===== config.mk =====
export PLATFORM = sky130hd
export DESIGN_NAME = alu_exec
export DESIGN_NICKNAME = d
export VERILOG_FILES = /design/src/rtl/alu_pkg.sv /design/src/rtl/alu_core.sv /design/src/rtl/alu_exec.sv
export SDC_FILE = /design/constraint.sdc
export NUM_CORES = 1
export LEC_CHECK = 0
export ABC_AREA = 1
export CAP_MARGIN = 20
export CORE_MARGIN = 3
export CORE_UTILIZATION = 60
export DETAILED_ROUTE_END_ITERATION = 8
export HOLD_SLACK_MARGIN = 0.02
export PLACE_DENSITY = 0.9
export SETUP_SLACK_MARGIN = 0.2
export SLEW_MARGIN = 30
export SYNTH_ARGS = -nofsm -noshare
export SYNTH_HDL_FRONTEND = slang
export SYNTH_SLANG_ARGS = --single-unit

===== constraint.sdc =====
create_clock -name clk -period 6.33 [get_ports clk]
set_input_delay 1.5825 -clock clk [delete_from_list [all_inputs] [get_ports clk]]
set_output_delay 1.5825 -clock clk [all_outputs]
set_load 0.02 [all_outputs]

===== src/rtl/alu_pkg.sv =====
// Shared opcodes and FSM encodings for the execute stage.
package alu_pkg;

    localparam logic [2:0] ALU_ADD = 3'b000;
    localparam logic [2:0] ALU_SUB = 3'b001;
    localparam logic [2:0] ALU_SLL = 3'b010;
    localparam logic [2:0] ALU_SRL = 3'b011;
    localparam logic [2:0] ALU_AND = 3'b100;
    localparam logic [2:0] ALU_OR  = 3'b101;
    localparam logic [2:0] ALU_NOT = 3'b110;
    localparam logic [2:0] ALU_XOR = 3'b111;

    typedef enum logic {
        EMPTY = 1'b0,
        FULL  = 1'b1
    } state_t;

endpackage


===== src/rtl/alu_core.sv =====
// Combinational ALU datapath: result, carry, overflow and illegal-code detect.
// Shift codes 010/011 are supported only when ALU_SHIFT_EN is defined.
module alu_core
    import alu_pkg::*;
#(
    parameter int WIDTH = 16
) (
    input  logic [2:0]       code_i,
    input  logic [WIDTH-1:0] a_i,
    input  logic [WIDTH-1:0] b_i,
    output logic [WIDTH-1:0] result_o,
    output logic             c_o,
    output logic             v_o,
    output logic             illegal_o
);

    localparam int MSB = WIDTH - 1;

    logic [WIDTH:0] sum;
    logic [WIDTH:0] diff;

    assign sum  = {1'b0, a_i} + {1'b0, b_i};
    assign diff = {1'b0, a_i} - {1'b0, b_i};

`ifdef ALU_SHIFT_EN
    // A guard bit on each side of A catches the last bit shifted out.
    logic [3:0]     amt;
    logic [WIDTH:0] sll_ext;
    logic [WIDTH:0] srl_ext;

    assign amt     = b_i[3:0];
    assign sll_ext = {1'b0, a_i} << amt;
    assign srl_ext = {a_i, 1'b0} >> amt;
`endif

    always_comb begin
        result_o  = '0;
        c_o       = 1'b0;
        v_o       = 1'b0;
        illegal_o = 1'b0;
        case (code_i)
            ALU_ADD: begin
                result_o = sum[WIDTH-1:0];
                c_o      = sum[WIDTH];
                v_o      = (a_i[MSB] == b_i[MSB]) && (sum[MSB] != a_i[MSB]);
            end
            ALU_SUB: begin
                result_o = diff[WIDTH-1:0];
                c_o      = diff[WIDTH];
                v_o      = (a_i[MSB] != b_i[MSB]) && (diff[MSB] != a_i[MSB]);
            end
            ALU_AND: result_o = a_i & b_i;
            ALU_OR:  result_o = a_i | b_i;
            ALU_NOT: result_o = ~a_i;
            ALU_XOR: result_o = a_i ^ b_i;
`ifdef ALU_SHIFT_EN
            ALU_SLL: begin
                result_o = sll_ext[WIDTH-1:0];
                c_o      = sll_ext[WIDTH];
            end
            ALU_SRL: begin
                result_o = srl_ext[WIDTH:1];
                c_o      = srl_ext[0];
            end
`endif
            default: illegal_o = 1'b1;
        endcase
    end

endmodule


===== src/rtl/alu_exec.sv =====
// Registered ALU execute stage with valid/ready handshake and one-entry output buffer.
// Optional shift ops enabled by ALU_SHIFT_EN (see alu_core).
module alu_exec
    import alu_pkg::*;
#(
    parameter int WIDTH = 16
) (
    input  logic             clk,
    input  logic             rst,
    input  logic             in_valid,
    output logic             in_ready,
    input  logic [2:0]       ALU_Code,
    input  logic [WIDTH-1:0] op_a,
    input  logic [WIDTH-1:0] op_b,
    output logic             out_valid,
    input  logic             out_ready,
    output logic [WIDTH-1:0] result,
    output logic             flag_z,
    output logic             flag_n,
    output logic             flag_c,
    output logic             flag_v,
    output logic             illegal
);

    state_t           state_q, state_d;
    logic [WIDTH-1:0] result_q;
    logic             z_q, n_q, c_q, v_q, ill_q;

    logic [WIDTH-1:0] result_next;
    logic             c_next, v_next, illegal_next;
    logic             load;

    alu_core #(.WIDTH(WIDTH)) u_core (
        .code_i    (ALU_Code),
        .a_i       (op_a),
        .b_i       (op_b),
        .result_o  (result_next),
        .c_o       (c_next),
        .v_o       (v_next),
        .illegal_o (illegal_next)
    );

    assign out_valid = (state_q == FULL);
    assign in_ready  = !out_valid || out_ready;
    assign load      = in_valid && in_ready;

    always_comb begin
        state_d = state_q;
        case (state_q)
            EMPTY:   if (load) state_d = FULL;
            FULL:    if (out_ready && !load) state_d = EMPTY;
            default: state_d = EMPTY;
        endcase
    end

    always_ff @(posedge clk) begin
        if (rst) state_q <= EMPTY;
        else     state_q <= state_d;
    end

    // Z is captured at load time so the reset value can be 0 while result is 0.
    always_ff @(posedge clk) begin
        if (rst) begin
            result_q <= '0;
            z_q      <= 1'b0;
            n_q      <= 1'b0;
            c_q      <= 1'b0;
            v_q      <= 1'b0;
            ill_q    <= 1'b0;
        end else if (load) begin
            result_q <= result_next;
            z_q      <= (result_next == '0);
            n_q      <= result_next[WIDTH-1];
            c_q      <= c_next;
            v_q      <= v_next;
            ill_q    <= illegal_next;
        end
    end

    assign result  = result_q;
    assign flag_z  = z_q;
    assign flag_n  = n_q;
    assign flag_c  = c_q;
    assign flag_v  = v_q;
    assign illegal = ill_q;

endmodule


==> results of run 1 <==
[kinds of logic (layout without fill, tap and decap cells)]
logic type	Yosys count	in the layout
xor gates and xnor gates	4	4
buffers and inverters	138	183
adders and majority gates	51	51
DFF	21	21
and+or+nand+nor	347	347
AOI/OAI and AO/OA	86	86
[layer usage]
layer	share of wire [%]	track usage [%]	up-vias
li1	-	-	2150
met1	42	38.5	1935
met2	46	51.1	222
met3	7.4	5.05	44
met4	5.2	15.5	0
met5	0	0	-
[registers in the layout, indices dropped and copies added, names as in the netlist]
signal and flops:
illegal 1, flag_z 1, result 16, flag_c 1
flag_v 1, out_valid 1
[worst max-delay path by stage]
| stage | slack [ps] | depth (start not counted) | end | startpoint |
|---|---|---|---|---|
| 2_1_floorplan | 2970 | 2 | in_ready | out_ready |
| 3_3_place_gp | 1990 | 4 | in_ready | out_ready |
| 3_5_place_dp | 1990 | 4 | in_ready | out_ready |
| 4_1_cts | 1990 | 4 | in_ready | out_ready |
| 5_1_grt | 1920 | 4 | in_ready | out_ready |
| 6_report | 1990 | 4 | in_ready | out_ready |
[worst reg2reg max path, delay by kind of cell (launching register included)]
kind,cells,cell delay [ps]
flip-flops,1,310
AO/OA/AOI/OAI,1,110
AND/OR/NAND/NOR,9,1180
buffers and inverters,1,710
[power by group through the flow]
stage / logic (uW) / registers [uW] / clock network (uW)
4_1_cts: 331 / 148 / 88.9
3_5_place_dp: 328 / 151 / 0
6_report: 337 / 148 / 87.1
2_1_floorplan: 217 / 164 / 0
3_3_place_gp: 323 / 151 / 0
5_1_grt: 373 / 150 / 94.3
[cells in the mapped netlist (3+ instances only)]
cell      instances  area (um^2)
nand2_1         168          631
inv_1           107          402
nor2_1           73          274
nand3_1          69          345
ha_1             49          613
a21oi_1          27          135
dfxtp_1          21          420
o21ai_0          15         75.1
o22ai_1          12         75.1
nand2_2           9         56.3
o211ai_1          9         67.6
inv_2             8         30.0
a21oi_2           7         61.3
nand4_1           7         43.8
buf_6             6         67.6
buf_2             5         25.0
nor2_2            5         31.3
o21bai_1          5         37.5
buf_4             4         30.0
clkbuf_1          4         15.0
nor3_1            4         20.0
xor2_1            4         35.0
nor3_2            3         30.0
[cell type report]
class | count | area share [%]
clock buffers | 4 | 1.03
well taps | 75 | 2.15
flip-flops and latches | 21 | 9.62
multi-input cells | 488 | 63.0
repair buffers | 61 | 14.0
inverters | 118 | 10.2
[metrics by stage]
stage               std cells  utilization, %  instance area (um^2)  total power [uW]
finish                    767            73.0                  4370               573
detailed placement        763            72.2                  4330               480
global route              767            73.0                  4370               616
floorplan                 647               -                  3770               381
global placement          763            72.2                  4330               474
CTS                       767            73.0                  4370               568
==> impl_metrics.env, run 1 <==
export IMPL_p_int_uw=311
export IMPL_grt_pass1_vias=4032
export IMPL_diodes=0
export IMPL_fill_cells=538
export IMPL_setup_tns_ps=0
export IMPL_tightest_slew_ps=878
export IMPL_crit_chain="clkdlybuf4s50_1, inv_1, nand2_1, clkdlybuf4s50_1"
export IMPL_initial_utilization_pct=63.0
export IMPL_grt_pass1_wl_mm=18.4
export IMPL_syn_nets=737
export IMPL_hold_ws_ps=472
export IMPL_vias=4351
export IMPL_tritoncts_num_buffers=3
export IMPL_rsz0062_at_grt="no"
export IMPL_ios=62
export IMPL_cts_tree="done"
export IMPL_ctsResizeCount=0
export IMPL_critPathLaunchType="input port"
export IMPL_p_seq_share_pct=25.9
export IMPL_clockBufferDepth=2
export IMPL_post_cts_setup_buffer_count=0
export IMPL_path_buf_inv=3
export IMPL_row_count=28
export IMPL_fin_nets=783
export IMPL_multi_input_area_um2=2750
export IMPL_hold_buffers=0
export IMPL_antenna_found_initial=0
export IMPL_wire_per_inst_um=14.8
export IMPL_die_area_um2=7270
export IMPL_setup_viol=0
export IMPL_synth_cells=647
export IMPL_grtUsageTotal_pct=30.9
export IMPL_synth_cell_types=41
export IMPL_slew_viol_final=0
export IMPL_crit_fanout=3
export IMPL_drv_cap=0
export IMPL_viasPerCell=5.67
export IMPL_max_stage_delay_ps=610
export IMPL_place_gp_congestion=0.953
export IMPL_cp_arrival_ps=2760
export IMPL_syn_area_um2=3770
export IMPL_yosys_area_share_simple_pct=40.5
export IMPL_holdPathStages=2
export IMPL_clockPowerShare_pct=15.2
export IMPL_power_density_nw_per_um2=131
export IMPL_area_growth_pct=15.9
export IMPL_die_h_um=85.3
export IMPL_min_path_type="flip-flop to flip-flop"
export IMPL_drt_iter0_drc=409
export IMPL_core_region_area_um2=5990
export IMPL_ant_nets=0
export IMPL_synth_adder_area_share_pct=17.3
export IMPL_r2r_cells=11
export IMPL_synth_top_family_by_area="simple AND/OR/NAND/NOR gates"
export IMPL_layout_common_cells="nand2_1, inv_1, nor2_1"
export IMPL_maxSlewHeadroom_pct=41.4
export IMPL_drc=0
export IMPL_critPathKind="input port to primary output"
export IMPL_clk_latency_ps=260
export IMPL_critPathMostFrequentCell="clkdlybuf4s50_1"
export IMPL_pwr_share_comb_pct=58.9
export IMPL_cp_slowest_cell="clkdlybuf4s50_1"
export IMPL_avgSynthCellArea_um2=5.83
export IMPL_grt_ovfl_total=0
export IMPL_switching_power_uw=262
export IMPL_ys_ff_latch=21
export IMPL_worst_slack_ps=1990
export IMPL_cp_data_required_time_ps=4750
export IMPL_synth_edf_count=0
export IMPL_port_buffers=61
export IMPL_synth_async_reset_ratio_pct=0
export IMPL_hold_end="illegal$_SDFFE_PP0P_"
export IMPL_finalWirelength_mm=11.3
export IMPL_dp_slack_ps=1990
export IMPL_max_freq_mhz=230
export IMPL_ys_seq_area_share_pct=11.1
export IMPL_synth_compound_area_share_pct=14.3
export IMPL_switching_share_pct=45.7
export IMPL_r2r_start="out_valid$_SDFF_PP0_"
export IMPL_chipWidth_um=85.3
export IMPL_clk_pin_slew_ps=70
export IMPL_synthMuxAreaShare_pct=0
export IMPL_timing_final_crit_period_ps=4340
export IMPL_leakage_uw=0.00235
export IMPL_ir_worst_vdd_mv=0.137
export IMPL_synth_xor_area_share_pct=0.929
export IMPL_synth_flop_cell="dfxtp_1"
export IMPL_yosys_warnings=0
export IMPL_critPathTopFamily="buffers and inverters"
export IMPL_finClkSkew_ps=9.05
export IMPL_mostFrequentLayoutCell="nand2_1"
export IMPL_drive_above_1_share_pct=6.36
export IMPL_min_period_over_period_pct=68.6
export IMPL_grt_max_degree=33
export IMPL_seqCellArea_um2=420
export IMPL_end_kind="primary output"
export IMPL_outcome="finished, final reports clean"
export IMPL_dpl_hpwl_mm=8.93
export IMPL_htree_levels=1
export IMPL_drt_first_pass_iters=5
export IMPL_root_buffer="clkbuf_8"
export IMPL_r2r_end="flag_z$_SDFFE_PP0P_"
export IMPL_hold_start="illegal$_SDFFE_PP0P_"
export IMPL_final_hold_violation_count=0
export IMPL_r2r_slack_ps=3960
export IMPL_clock_sinks=21
Note: power is estimated with default switching activity, not from simulation.
==> run 2: changes to the inputs <==
--- a/config.mk
+++ b/config.mk
@@ -8,10 +8,10 @@
 export ABC_AREA = 1
 export CAP_MARGIN = 20
 export CORE_MARGIN = 3
-export CORE_UTILIZATION = 60
+export CORE_UTILIZATION = 56
 export DETAILED_ROUTE_END_ITERATION = 8
 export HOLD_SLACK_MARGIN = 0.02
-export PLACE_DENSITY = 0.9
+export PLACE_DENSITY = 0.85
 export SETUP_SLACK_MARGIN = 0.2
 export SLEW_MARGIN = 30
 export SYNTH_ARGS = -nofsm -noshare
==> constraint.sdc (replaced) <==
create_clock -name clk -period 4.1 [get_ports clk]
set_input_delay 1.025 -clock clk [delete_from_list [all_inputs] [get_ports clk]]
set_output_delay 1.025 -clock clk [all_outputs]
set_load 0.02 [all_outputs]
==> run 2 against run 1 <==
Worst hold slack gained 13 ps. Sequential cell count is the same. Via count shrank 1.5%. Clock-buffer cell count is the same. Worst setup slack lost 1400 ps. Critical endpoint is now flag_z$_SDFFE_PP0P_.
==> impl_metrics.env, run 2 (synthesis gave the netlist of run 1 again) <==
export IMPL_busiest_layer="met2"
export IMPL_switching_share_pct=46.0
export IMPL_grt_ovfl_total=0
export IMPL_row_count=29
export IMPL_use_met3_pct=3.95
export IMPL_clockPowerShare_pct=15.8
export IMPL_power_density_nw_per_um2=204
export IMPL_crit_fanout=5
export IMPL_largest_register_ffs=16
export IMPL_initial_utilization_pct=58.7
export IMPL_cp_arrival_ps=3740
export IMPL_switching_power_uw=411
export IMPL_final_hold_violation_count=0
export IMPL_grt_pass1_wl_mm=18.8
export IMPL_post_cts_setup_buffer_count=0
export IMPL_clk_pin_slew_ps=80
export IMPL_wire_per_inst_um=15.1
export IMPL_cts_tree="done"
export IMPL_chipWidth_um=88.1
export IMPL_place_gp_congestion=0.964
export IMPL_finalWirelength_mm=11.6
export IMPL_critPathKind="input port to flip-flop"
export IMPL_grt_max_degree=32
export IMPL_min_period_over_period_pct=86.3
export IMPL_critPathLaunchType="input port"
export IMPL_clock_sinks=21
export IMPL_min_path_type="flip-flop to flip-flop"
export IMPL_layout_common_cells="nand2_1, inv_1, nor2_1"
export IMPL_rsz0062_at_grt="no"
export IMPL_drt_iter0_drc=309
export IMPL_core_region_area_um2=6420
export IMPL_root_buffer="clkbuf_8"
export IMPL_dp_slack_ps=332
export IMPL_worst_slack_ps=563
export IMPL_diodes=0
export IMPL_clk_latency_ps=270
export IMPL_grtUsageMet1_pct=38.7
export IMPL_leakage_uw=0.00236
export IMPL_viasPerCell=5.56
export IMPL_port_buffers=61
export IMPL_slew_viol_final=0
export IMPL_setup_viol=0
export IMPL_groute_layer_met2_usage_pct=51.5
export IMPL_pwr_share_comb_pct=58.6
export IMPL_die_area_um2=7760
export IMPL_power_uw=892
export IMPL_timing_final_crit_period_ps=3540
export IMPL_grt_pass1_vias=4087
export IMPL_p_int_uw=482
export IMPL_area_growth_pct=16.1
export IMPL_drv_cap=0
export IMPL_vias=4284
export IMPL_outcome="finished, final reports clean"
export IMPL_max_freq_mhz=283
export IMPL_p_seq_share_pct=25.6
export IMPL_mostFrequentLayoutCell="nand2_1"
export IMPL_finClkSkew_ps=3.43
export IMPL_end_kind="flip-flop"
export IMPL_tritoncts_num_buffers=3
export IMPL_ctsResizeCount=0
export IMPL_fill_cells=601
export IMPL_drt_first_pass_iters=5
export IMPL_maxSlewHeadroom_pct=53.6
export IMPL_drive_above_1_share_pct=6.49
export IMPL_clockBufferDepth=2
export IMPL_htree_levels=1
export IMPL_tightest_slew_ps=694
export IMPL_hold_buffers=0
export IMPL_grtUsageTotal_pct=30.6
export IMPL_cp_data_required_time_ps=4310
export IMPL_ir_worst_vdd_mv=0.241
export IMPL_ios=62
export IMPL_fin_nets=784
export IMPL_drc=0
export IMPL_dpl_hpwl_mm=9.29
export IMPL_ant_nets=0
export IMPL_setup_tns_ps=0
export IMPL_die_h_um=88.1
export IMPL_antenna_found_initial=0
==> run 2: cell types whose count changed in the layout (fill, tap and decap cells not counted), sizes merged <==
cell,previous run,this run
buf,0,1
==> run 2: worst max-delay path, cell delays in order <==
cell	delay [ps]
clkdlybuf4s50_1	500
ha_1	270
inv_1	80
fa_1	400
inv_1	120
nand3_1	100
nand2_1	120
nand2_1	50
nand3_1	70
nand2_1	60
nor2_1	250
nand3_1	130
nor2_1	140
nand2_1	100
nor2_1	110
nand3_1	90
a21oi_2	110
==> run 2: final timing paths <==
check | endpoint | slack, ps | startpoint | depth (start not counted)
hold / removal | illegal$_SDFFE_PP0P_ | 480 | illegal$_SDFFE_PP0P_ | 2
setup reg to reg | flag_z$_SDFFE_PP0P_ | 2450 | out_valid$_SDFF_PP0_ | 11
setup / recovery | flag_z$_SDFFE_PP0P_ | 560 | op_b[0] | 17
hold reg to reg | illegal$_SDFFE_PP0P_ | 480 | illegal$_SDFFE_PP0P_ | 2
==> run 2: metrics by stage <==
step	hold WS [ps]	instances	utilization (%)	cell area (um^2)
2_1_floorplan	539	647	-	3770
3_3_place_gp	459	766	67.5	4340
3_5_place_dp	474	766	67.5	4340
4_1_cts	487	770	68.2	4380
5_1_grt	513	770	68.2	4380
6_report	485	770	68.2	4380
==> run 2: final cells by class <==
| class | count | area, um^2 | share of cell area [%] |
|---|---|---|---|
| well taps | 77 | 96.3 | 2.20 |
| repair buffers | 62 | 618 | 14.1 |
| multi-input cells | 488 | 2750 | 62.9 |
| flip-flops and latches | 21 | 420 | 9.60 |
| inverters | 118 | 447 | 10.2 |
| clock buffers | 4 | 45.0 | 1.03 |
==> run 2: per-layer routing <==
metal	part of all wire, %	vias up
met5	0	-
met4	4.1	0
met3	6.7	34
met2	46	193
met1	43	1910
li1	-	2147
==> run 2: power by group through the flow <==
stage | logic [uW] | clock network, uW | registers [uW]
after floorplan | 336 | 0 | 253
after global placement | 505 | 0 | 233
after detailed placement | 512 | 0 | 233
after CTS | 515 | 142 | 228
after global routing | 580 | 149 | 230
final | 523 | 141 | 228
